### config.mk
export PLATFORM = sky130hd
export DESIGN_NAME = decode_stage
export DESIGN_NICKNAME = d
export VERILOG_FILES = /design/src/rtl/decode_stage.sv
export SDC_FILE = /design/constraint.sdc
export NUM_CORES = 2
export LEC_CHECK = 0
export CORE_MARGIN = 4
export CORE_UTILIZATION = 40
export DETAILED_ROUTE_END_ITERATION = 12
export HOLD_SLACK_MARGIN = 0.05
export PLACE_DENSITY_LB_ADDON = 0.25
export RECOVER_POWER = 100
export SETUP_SLACK_MARGIN = 0.05
export SLEW_MARGIN = 10
export SYNTH_ARGS = -nofsm -noshare
export SYNTH_HDL_FRONTEND = slang
export SYNTH_SLANG_ARGS = --single-unit
### constraint.sdc
create_clock -name clk -period 7.4 [get_ports clk]
set_input_delay 1.11 -clock clk [delete_from_list [all_inputs] [get_ports clk]]
set_output_delay 1.11 -clock clk [all_outputs]
set_load 0.01 [all_outputs]
### src/rtl/decode_stage.sv
// rtl/decode_stage.sv - RV32I(+M) decode stage with valid/ready output register, load-use bubbling, flush and writeback bypass
//
// Ports:
//   clk, rst                 clock, asynchronous active-high reset
//   in_valid/in_ready        fetch handshake; in_instr, in_pc offered instruction
//   out_valid/out_ready      execute handshake for the registered decode bundle
//   flush                    synchronous kill of held and incoming instruction
//   out_pc, rs*_addr, rd_addr, rs*_data, imm, alu_func, alu_src*_sel,
//   reg_write, mem_read, mem_write, branch, jump, wb_sel, illegal   decode bundle
//   wb_we, wb_rd, wb_data    register file write port
module decode_stage #(
    parameter int XLEN      = 32,
    parameter bit ENABLE_M  = 1'b0,
    parameter bit WB_BYPASS = 1'b1
) (
    input  logic            clk,
    input  logic            rst,
    input  logic            in_valid,
    output logic            in_ready,
    input  logic [31:0]     in_instr,
    input  logic [XLEN-1:0] in_pc,
    output logic            out_valid,
    input  logic            out_ready,
    input  logic            flush,
    output logic [XLEN-1:0] out_pc,
    output logic [4:0]      rs1_addr,
    output logic [4:0]      rs2_addr,
    output logic [4:0]      rd_addr,
    output logic [XLEN-1:0] rs1_data,
    output logic [XLEN-1:0] rs2_data,
    output logic [XLEN-1:0] imm,
    output logic [9:0]      alu_func,
    output logic            alu_src1_sel,
    output logic [1:0]      alu_src2_sel,
    output logic            reg_write,
    output logic            mem_read,
    output logic            mem_write,
    output logic            branch,
    output logic            jump,
    output logic [1:0]      wb_sel,
    output logic            illegal,
    input  logic            wb_we,
    input  logic [4:0]      wb_rd,
    input  logic [XLEN-1:0] wb_data
);
    localparam logic [6:0] OP_LUI    = 7'b0110111;
    localparam logic [6:0] OP_AUIPC  = 7'b0010111;
    localparam logic [6:0] OP_JAL    = 7'b1101111;
    localparam logic [6:0] OP_JALR   = 7'b1100111;
    localparam logic [6:0] OP_BRANCH = 7'b1100011;
    localparam logic [6:0] OP_LOAD   = 7'b0000011;
    localparam logic [6:0] OP_STORE  = 7'b0100011;
    localparam logic [6:0] OP_ALUI   = 7'b0010011;
    localparam logic [6:0] OP_ALUR   = 7'b0110011;

    logic [6:0] opcode, funct7;
    logic [2:0] funct3;
    assign opcode = in_instr[6:0];
    assign funct3 = in_instr[14:12];
    assign funct7 = in_instr[31:25];

    // Signed raw immediates; the XLEN size cast sign-extends them.
    logic signed [11:0] raw_i, raw_s;
    logic signed [12:0] raw_b;
    logic signed [31:0] raw_u;
    logic signed [20:0] raw_j;
    assign raw_i = in_instr[31:20];
    assign raw_s = {in_instr[31:25], in_instr[11:7]};
    assign raw_b = {in_instr[31], in_instr[7], in_instr[30:25], in_instr[11:8], 1'b0};
    assign raw_u = {in_instr[31:12], 12'b0};
    assign raw_j = {in_instr[31], in_instr[19:12], in_instr[20], in_instr[30:21], 1'b0};

    logic [XLEN-1:0] d_imm;
    logic [9:0]      d_func;
    logic [4:0]      d_rs1;
    logic [1:0]      d_src2, d_wb;
    logic            d_src1, d_rw, d_mr, d_mw, d_br, d_j, d_ill, d_uses_rs2;

    always_comb begin
        d_imm      = '0;
        d_func     = '0;
        d_rs1      = in_instr[19:15];
        d_src1     = 1'b0;
        d_src2     = 2'd0;
        d_wb       = 2'd0;
        d_rw       = 1'b0;
        d_mr       = 1'b0;
        d_mw       = 1'b0;
        d_br       = 1'b0;
        d_j        = 1'b0;
        d_ill      = 1'b0;
        d_uses_rs2 = 1'b0;
        case (opcode)
            OP_LUI: begin
                // LUI is computed as 0 + imm, so rs1 is pinned to x0.
                d_rs1 = 5'd0; d_src2 = 2'd1; d_rw = 1'b1; d_imm = XLEN'(raw_u);
            end
            OP_AUIPC: begin
                d_src1 = 1'b1; d_src2 = 2'd1; d_rw = 1'b1; d_imm = XLEN'(raw_u);
            end
            OP_JAL: begin
                d_j = 1'b1; d_src1 = 1'b1; d_src2 = 2'd1; d_rw = 1'b1; d_wb = 2'd2;
                d_imm = XLEN'(raw_j);
            end
            OP_JALR: begin
                if (funct3 == 3'b000) begin
                    d_j = 1'b1; d_src2 = 2'd1; d_rw = 1'b1; d_wb = 2'd2; d_imm = XLEN'(raw_i);
                end else d_ill = 1'b1;
            end
            OP_BRANCH: begin
                if (funct3 != 3'b010 && funct3 != 3'b011) begin
                    d_br = 1'b1; d_func = {7'b0, funct3}; d_imm = XLEN'(raw_b); d_uses_rs2 = 1'b1;
                end else d_ill = 1'b1;
            end
            OP_LOAD: begin
                if (funct3 != 3'b011 && funct3 != 3'b110 && funct3 != 3'b111) begin
                    d_mr = 1'b1; d_src2 = 2'd1; d_rw = 1'b1; d_wb = 2'd1; d_imm = XLEN'(raw_i);
                end else d_ill = 1'b1;
            end
            OP_STORE: begin
                if (funct3 == 3'b000 || funct3 == 3'b001 || funct3 == 3'b010) begin
                    d_mw = 1'b1; d_src2 = 2'd1; d_imm = XLEN'(raw_s); d_uses_rs2 = 1'b1;
                end else d_ill = 1'b1;
            end
            OP_ALUI: begin
                // Shifts carry their funct7 (SRAI vs SRLI) into alu_func.
                if (funct3 == 3'b001 || funct3 == 3'b101) begin
                    if (funct7 == 7'b0000000 || (funct3 == 3'b101 && funct7 == 7'b0100000)) begin
                        d_src2 = 2'd1; d_rw = 1'b1; d_func = {funct7, funct3}; d_imm = XLEN'(raw_i);
                    end else d_ill = 1'b1;
                end else begin
                    d_src2 = 2'd1; d_rw = 1'b1; d_func = {7'b0, funct3}; d_imm = XLEN'(raw_i);
                end
            end
            OP_ALUR: begin
                if (funct7 == 7'b0000000 ||
                    (funct7 == 7'b0100000 && (funct3 == 3'b000 || funct3 == 3'b101)) ||
                    (funct7 == 7'b0000001 && ENABLE_M)) begin
                    d_rw = 1'b1; d_func = {funct7, funct3}; d_uses_rs2 = 1'b1;
                end else d_ill = 1'b1;
            end
            default: d_ill = 1'b1;
        endcase
    end

    // Register file: x0 is never written and always reads zero.
    logic [XLEN-1:0] regs [32];
    always_ff @(posedge clk) begin
        if (wb_we && wb_rd != 5'd0)
            regs[wb_rd] <= wb_data;
    end

    logic [4:0]      d_rs2;
    logic [XLEN-1:0] rd1, rd2;
    assign d_rs2 = in_instr[24:20];

    always_comb begin
        rd1 = (d_rs1 == 5'd0) ? '0 : regs[d_rs1];
        rd2 = (d_rs2 == 5'd0) ? '0 : regs[d_rs2];
        if (WB_BYPASS && wb_we) begin
            if (d_rs1 != 5'd0 && wb_rd == d_rs1) rd1 = wb_data;
            if (d_rs2 != 5'd0 && wb_rd == d_rs2) rd2 = wb_data;
        end
    end

    logic hazard, accept;
    assign hazard = out_valid && mem_read && rd_addr != 5'd0 &&
                    (d_rs1 == rd_addr || (d_uses_rs2 && d_rs2 == rd_addr));
    assign in_ready = !hazard && !flush && (!out_valid || out_ready);
    assign accept   = in_valid && in_ready;

    always_ff @(posedge clk or posedge rst) begin
        if (rst) begin
            out_valid    <= 1'b0;
            out_pc       <= '0;
            rs1_addr     <= '0;
            rs2_addr     <= '0;
            rd_addr      <= '0;
            rs1_data     <= '0;
            rs2_data     <= '0;
            imm          <= '0;
            alu_func     <= '0;
            alu_src1_sel <= 1'b0;
            alu_src2_sel <= '0;
            reg_write    <= 1'b0;
            mem_read     <= 1'b0;
            mem_write    <= 1'b0;
            branch       <= 1'b0;
            jump         <= 1'b0;
            wb_sel       <= '0;
            illegal      <= 1'b0;
        end else if (flush) begin
            out_valid <= 1'b0;
        end else if (accept) begin
            out_valid    <= 1'b1;
            out_pc       <= in_pc;
            rs1_addr     <= d_rs1;
            rs2_addr     <= d_rs2;
            rd_addr      <= in_instr[11:7];
            rs1_data     <= rd1;
            rs2_data     <= rd2;
            imm          <= d_imm;
            alu_func     <= d_func;
            alu_src1_sel <= d_src1;
            alu_src2_sel <= d_src2;
            reg_write    <= d_rw;
            mem_read     <= d_mr;
            mem_write    <= d_mw;
            branch       <= d_br;
            jump         <= d_j;
            wb_sel       <= d_wb;
            illegal      <= d_ill;
        end else if (out_ready) begin
            out_valid <= 1'b0;
        end else if (out_valid && WB_BYPASS && wb_we && wb_rd != 5'd0) begin
            // A held bundle picks up writebacks that land while execute stalls.
            if (wb_rd == rs1_addr) rs1_data <= wb_data;
            if (wb_rd == rs2_addr) rs2_data <= wb_data;
        end
    end
endmodule

Word-level counts from Yosys, hierarchy flattened
Memory sizes are Yosys's and may differ from the RTL's.
Index checks and enable logic that the tools add are counted.
{"block": "word_totals", "register_bits": 165, "ram_bits": 1024, "wordCells": 152, "mem_count": 1}
{"memory": "regs", "depth": 32, "word_bits": 32, "read_ports": 2, "rd_ports_with_merged_regs": 0, "write_ports": 1, "line": "147", "rtl": "logic [XLEN-1:0] regs [32];"}
{"block": "classes", "n_eq_ne": 24, "n_mux": 62, "bitwise": 1, "n_reduce_logical": 46}
{"operator": "2-to-1 mux 32 bit", "count": 20}
{"operator": "case mux 32 bit (7 select lines)", "count": 1}
{"operator": "equality test 5 bit", "count": 6}
{"operator": "2-to-1 mux 10 bit", "count": 3}
{"operator": "case mux 10 bit (3 select lines)", "count": 1}
{"operator": "equality test 7 x 6 -> 1 bit, second input constant", "count": 4}
{"operator": "2-to-1 mux 1 bit", "count": 27}
{"operator": "equality test 7 bit, second input constant", "count": 3}
{"operator": "nonzero test 5 bit", "count": 4}
{"operator": "logical AND 1 bit", "count": 17}
{"operator": "equality test 7 x 5 -> 1 bit, second input constant", "count": 2}
{"operator": "logical NOT 5 bit", "count": 2}
{"operator": "case mux 2 bit (5 select lines)", "count": 1}
{"operator": "logical OR 1 bit", "count": 8}
{"operator": "AND reduction 4 bit", "count": 2}
{"operator": "equality test 7 x 2 -> 1 bit, second input constant", "count": 1}
{"operator": "logical NOT 7 bit", "count": 1}
{"operator": "case mux 1 bit (7 select lines)", "count": 1}
{"operator": "!= test 3 x 2 -> 1 bit, second input constant", "count": 2}
{"operator": "!= test 3 bit, second input constant", "count": 2}
{"operator": "case mux 2 bit (3 select lines)", "count": 1}
{"operator": "nonzero test 2 bit", "count": 3}
{"operator": "2-to-1 mux 5 bit", "count": 1}
{"operator": "case mux 1 bit (5 select lines)", "count": 1}
{"operator": "15 further kinds", "count": 19}

Depth between registers and ports, before layout
{"block": "logic_depth", "depth_word": 15, "ltp_mapped": 11, "depth_no_buf": 7}

Least setup slack after synthesis
Ideal clock, no wire load.
{"block": "synth_timing", "kind": "input to register", "start": "input wb_rd[0]", "end": "memory regs[9][0] (enable)", "setup_time_ps": 461, "arrival_time_ps": 3998, "path_slack_ps": 2941, "path_stages": 3, "path_buffers": 1, "path_cell_list": "clkbuf_1 -> nand3_1 -> nor3_1"}
{"block": "synth_between", "elab_chain_cells": 4}
{"element": "start, declared", "line": "43", "rtl": "input logic [4:0] wb_rd,"}
{"element": "nonzero test 5 bit", "line": "149", "rtl": "if (wb_we && wb_rd != 5'd0)"}
{"element": "logical AND 1 bit", "line": "149"}
{"element": "2-to-1 mux 1 bit", "line": "149"}
{"element": "2-to-1 mux 1 bit (not written as such)", "line": "150", "rtl": "regs[wb_rd] <= wb_data;"}
{"element": "end, declared", "line": "147"}
Several ways; a longest one is shown, not always the timed one.

Final worst setup path
{"block": "layout_timing", "start": "input in_instr[17]", "end": "register rs2_data[23]"}
{"block": "layout_between", "elab_chain_cells": 10}
{"element": "start, declared", "line": "20", "rtl": "input logic [31:0] in_instr,"}
{"element": "2-to-1 mux 5 bit *", "line": "93", "rtl": "case (opcode)"}
{"element": "equality test 5 bit *", "line": "168", "rtl": "(d_rs1 == rd_addr || (d_uses_rs2 && d_rs2 == rd_addr));"}
{"element": "logical OR 1 bit *", "line": "168"}
{"element": "logical AND 1 bit *", "line": "167", "rtl": "assign hazard = out_valid && mem_read && rd_addr != 5'd0 &&"}
{"element": "logical NOT 1 bit *", "line": "169", "rtl": "assign in_ready = !hazard && !flush && (!out_valid || out_ready);"}
{"element": "logical AND 1 bit * (2 in series)", "line": "169"}
{"element": "logical AND 1 bit *", "line": "170", "rtl": "assign accept = in_valid && in_ready;"}
{"element": "!= test 2 x 1 -> 1 bit (no source line) or nonzero test 2 bit (tied branches)"}
{"element": "AND reduction 4 bit (no source line)"}
{"element": "end signal, assigned", "line": "201", "rtl": "rs2_data <= rd2;"}
{"element": "end signal, assigned", "line": "218", "rtl": "if (wb_rd == rs2_addr) rs2_data <= wb_data;"}
{"element": "end, declared", "line": "30", "rtl": "output logic [XLEN-1:0] rs2_data,"}
Every way passes the cells marked *; elsewhere a longest branch is shown, timed or not.
A chain may end at the register's enable or synchronous reset.

==> summary.md <==
| Metric | Value |
|---|---|
| Status | `finished with violations` |
| Violated checks | `max-capacitance violations, max-slew violations` |
| Critical Path AT | `6.94 ns` |
| Critical path's slowest cell | `clkbuf_2` |
| DRT iter0 DRCs | `6022` |
| Filler cells | `12000` |
| Seq/Total Area, Yosys | `0.628` |
| Worst-path fanout max | `51` |
| Async SR Flop Fraction | `0.137` |
| Drt wl/cell | `35.9 microns` |
| FF+latch area | `34800 sq um` |
| R2R depth | `8` |
| Layout cells sized above 1 | `0.192` |
| Worst setup path end | `rs2_data[23]` |
| Antenna viol nets, final | `0` |
| Layout Cells excl Fill | `5774` |
| Layout area overhead | `15.8%` |
| Num ports | `273` |
| Top Family by Delay on Critical Path | `buffers and inverters` |
| DR vias | `38800` |
| Port Buffer Count | `271` |
| Period Utilization, post-route | `0.854` |
| Core area | `138000 sq um` |
| Largest net degree at the start of global routing | `116` |
| Final max-slew violation count | `1850` |
| CTS H-tree depth | `3` |
| Hold Violations, Final | `0` |
| Reg-to-reg endpoint | `rs2_data[23]` |
| DR WL met2 | `90400 microns` |
| Hold Crit Class | `flip-flop to flip-flop` |
| Post-synthesis cell count | `3595` |
| Post-DP HPWL | `124000 microns` |
| # setup viols final | `0` |
| Final design area excluding fillers | `64200 sq um` |
| Power per Cell Area | `243 nW/um^2` |
| Total power | `15.6 mW` |
| Die width | `380 microns` |
| Vias in the first global route | `37700` |
| Worst path depth | `9` |
| Final Routed Wirelength | `208000 microns` |
| Initial antenna violation count | `17` |
| Placed cell count | `5541` |
| CTS tree | `done` |
| Reg clk slew, reported paths | `0.06 ns` |
| CTS max path bufs | `3` |
| Synth cell types | `79` |
| Post-synth EDFFs | `1024` |
| Synth Flop Type | `edfxtp_1` |
| # rows | `136` |
| Hold Buf Count CTS | `0` |
| First-pass GRT wire length | `290000 microns` |
| Mapped cell area | `55500 sq um` |
| Top sig layer | `met5` |
| GP Congestion | `0.905` |
| Grt total ovfl | `0` |
| Drt first pass iters | `6` |
| Fin Setup TNS | `0 ns` |
| Tmin final | `6.32 ns` |
| R2R setup slack | `2.59 ns` |
| Total track usage | `0.280` |
| Die Y | `380 microns` |
| Post-DP Area | `60800 sq um` |
| RSZ-0062 raised after global routing | `no` |
| Mean Syn Cell Area | `15.4 sq um` |
| Setup crit start | `in_instr[17]` |
| DRT met1 WL | `78400 microns` |
| Slew @ Worst Pin | `5.08 ns` |
| Sink Count | `1187` |
| # Post-CTS Setup Buffers | `0` |
| Worst Skew | `0.0650 ns` |
| Clk_lat worst skew | `0.78 ns` |
| Final core occ | `0.467` |
| Cells along the critical path | `buf_6 > inv_1 > a22o_1 > a2111oi_2 > a31oi_4 > a21oi_4 > clkbuf_2 > nor2_1 > a221o_1` |
| P_leak | `21.3 nW` |
| Cts repair resizes | `0` |
| Synthesis Warnings | `0` |
| Starting density of the core | `0.403` |
| Maximum capacitance violations | `69` |
| Area taken by multi-input logic gates | `19600 sq um` |
| Die area | `145000 sq um` |
| Vias per inst | `6.72` |
| Startpoint types | `input port` |
| Crit Path Class | `input port to flip-flop` |
| Fin nets | `3977` |
| FF+latch count, synth | `1187` |
| DR WL met3 | `27400 microns` |
| Crit path capture type | `flip-flop` |
| Max-Slew Margin vs Limit | `-2.39` |
| # DRC | `0` |
| VDD IR-drop max | `0.000199 V` |
| CTS buffer count | `121` |
| CP bufs+invs | `3` |
| Peak Freq | `0.158 GHz` |
| Root Buffer | `clkbuf_16` |
| CP required | `8.02 ns` |
| Worst reg2reg startpoint | `rd_addr[2]` |
| Max incr delay on CP | `1.19 ns` |
-- through the flow --
step | setup WS, ns | hold WS (ns)
final | 1.08 | 0.462
after detailed placement | 1.85 | 0.462
after floorplan | 1.89 | 0.504
after global placement | 1.99 | 0.455
after CTS | 2.18 | 0.475
after global routing | 1.06 | 0.482
-- final cells by class --
type / count / area share
antenna: 3 / 0.000117
tap: 1794 / 0.0349
timing repair buffer: 413 / 0.0555
multi-input combinational: 2110 / 0.305
clock inverter: 47 / 0.00635
clock buffer: 183 / 0.0539
sequential: 1187 / 0.542
inverter: 37 / 0.00216
-- how the worst min path moves through the flow --
| stage | from | end | slack [ns] | cells past startpoint |
|---|---|---|---|---|
| 2_1_floorplan | alu_func[0] | alu_func[0] | 0.50 | 2 |
| 4_1_cts | alu_src2_sel[0] | alu_src2_sel[0] | 0.47 | 2 |
| 6_report | alu_src2_sel[0] | alu_src2_sel[0] | 0.46 | 2 |
| 3_5_place_dp | alu_src2_sel[0] | alu_src2_sel[0] | 0.46 | 2 |
| 5_1_grt | out_pc[1] | out_pc[1] | 0.48 | 2 |
| 3_3_place_gp | alu_src2_sel[0] | alu_src2_sel[0] | 0.45 | 2 |
-- cells by family (layout without fill, tap and decap cells) --
group / after synthesis / in the layout / share of synthesized area
buffers and inverters: 330 / 680 / 0.0252
xor gates and xnor gates: 22 / 22 / 0.00347
muxes: 563 / 563 / 0.187
other: 1 / 36 / 0.0000676
AOI/OAI and AO/OA: 799 / 799 / 0.101
and+or+nand+nor: 693 / 693 / 0.0557
DFF: 1187 / 1187 / 0.628
-- report_power, final --
group,internal (mW),switching (mW),total (mW)
sequential,7.50,0.243,7.74
combinational,0.732,1.09,1.83
clock,3.37,2.69,6.06
-- flip-flops by register name (all words and copies together) (netlist names), 2 cells and up --
signal,cells
alu_func,10
imm,32
out_pc,32
rd_addr,5
regs,1024
rs1_addr,5
rs1_data,32
rs2_addr,5
rs2_data,32
wb_sel,2
-- layer usage --
metal | GRT usage | up-vias
li1 | - | 15200
met1 | 0.384 | 19900
met2 | 0.411 | 3025
met3 | 0.0835 | 599
met4 | 0.129 | 8
met5 | 0 | -
-- synthesized netlist by cell type, types with 23 or more instances --
cell type  number  area [sq um]
inv_1          35           131
nand2_1       331          1240
mux4_2        368          8290
nor3_1         46           230
nor2_1        155           582
a211o_1        25           219
edfxtp_1     1024         30700
buf_1          23          86.3
buf_2          92           460
a221o_1        37           370
o221ai_1       43           377
a211oi_1       44           330
mux2_2         87           980
nand3_1        37           185
o211ai_1       32           240
a31oi_1        42           263
a21oi_1       179           896
o21ai_0       122           611
o22ai_1        35           219
dfrtp_1       163          4080
a221oi_1       77           674
mux2i_1       108          1080
clkbuf_1      167           627
-- cell usage in the layout (no fill, tap or decap), drive strengths merged, types with 34 or more instances in the layout --
master / instances
buf: 87
clkbuf: 247
edfxtp: 1024
a221o: 37
nand2: 331
mux4: 368
nor3: 46
nor2: 157
a31oi: 43
o21ai: 132
nand3: 37
o22ai: 35
mux2: 87
dlygate4sd3: 200
a21oi: 183
clkdlybuf4s50: 62
clkinv: 34
dfrtp: 163
o221ai: 43
a211oi: 45
inv: 43
mux2i: 108
a221oi: 77
-- worst min-delay path: stages (launching register included) --
cell	delay [ns]
dfrtp_1	0.34
nand2_1	0.05
nand2_1	0.05
No activity file was read; power rests on OpenSTA's default activity.
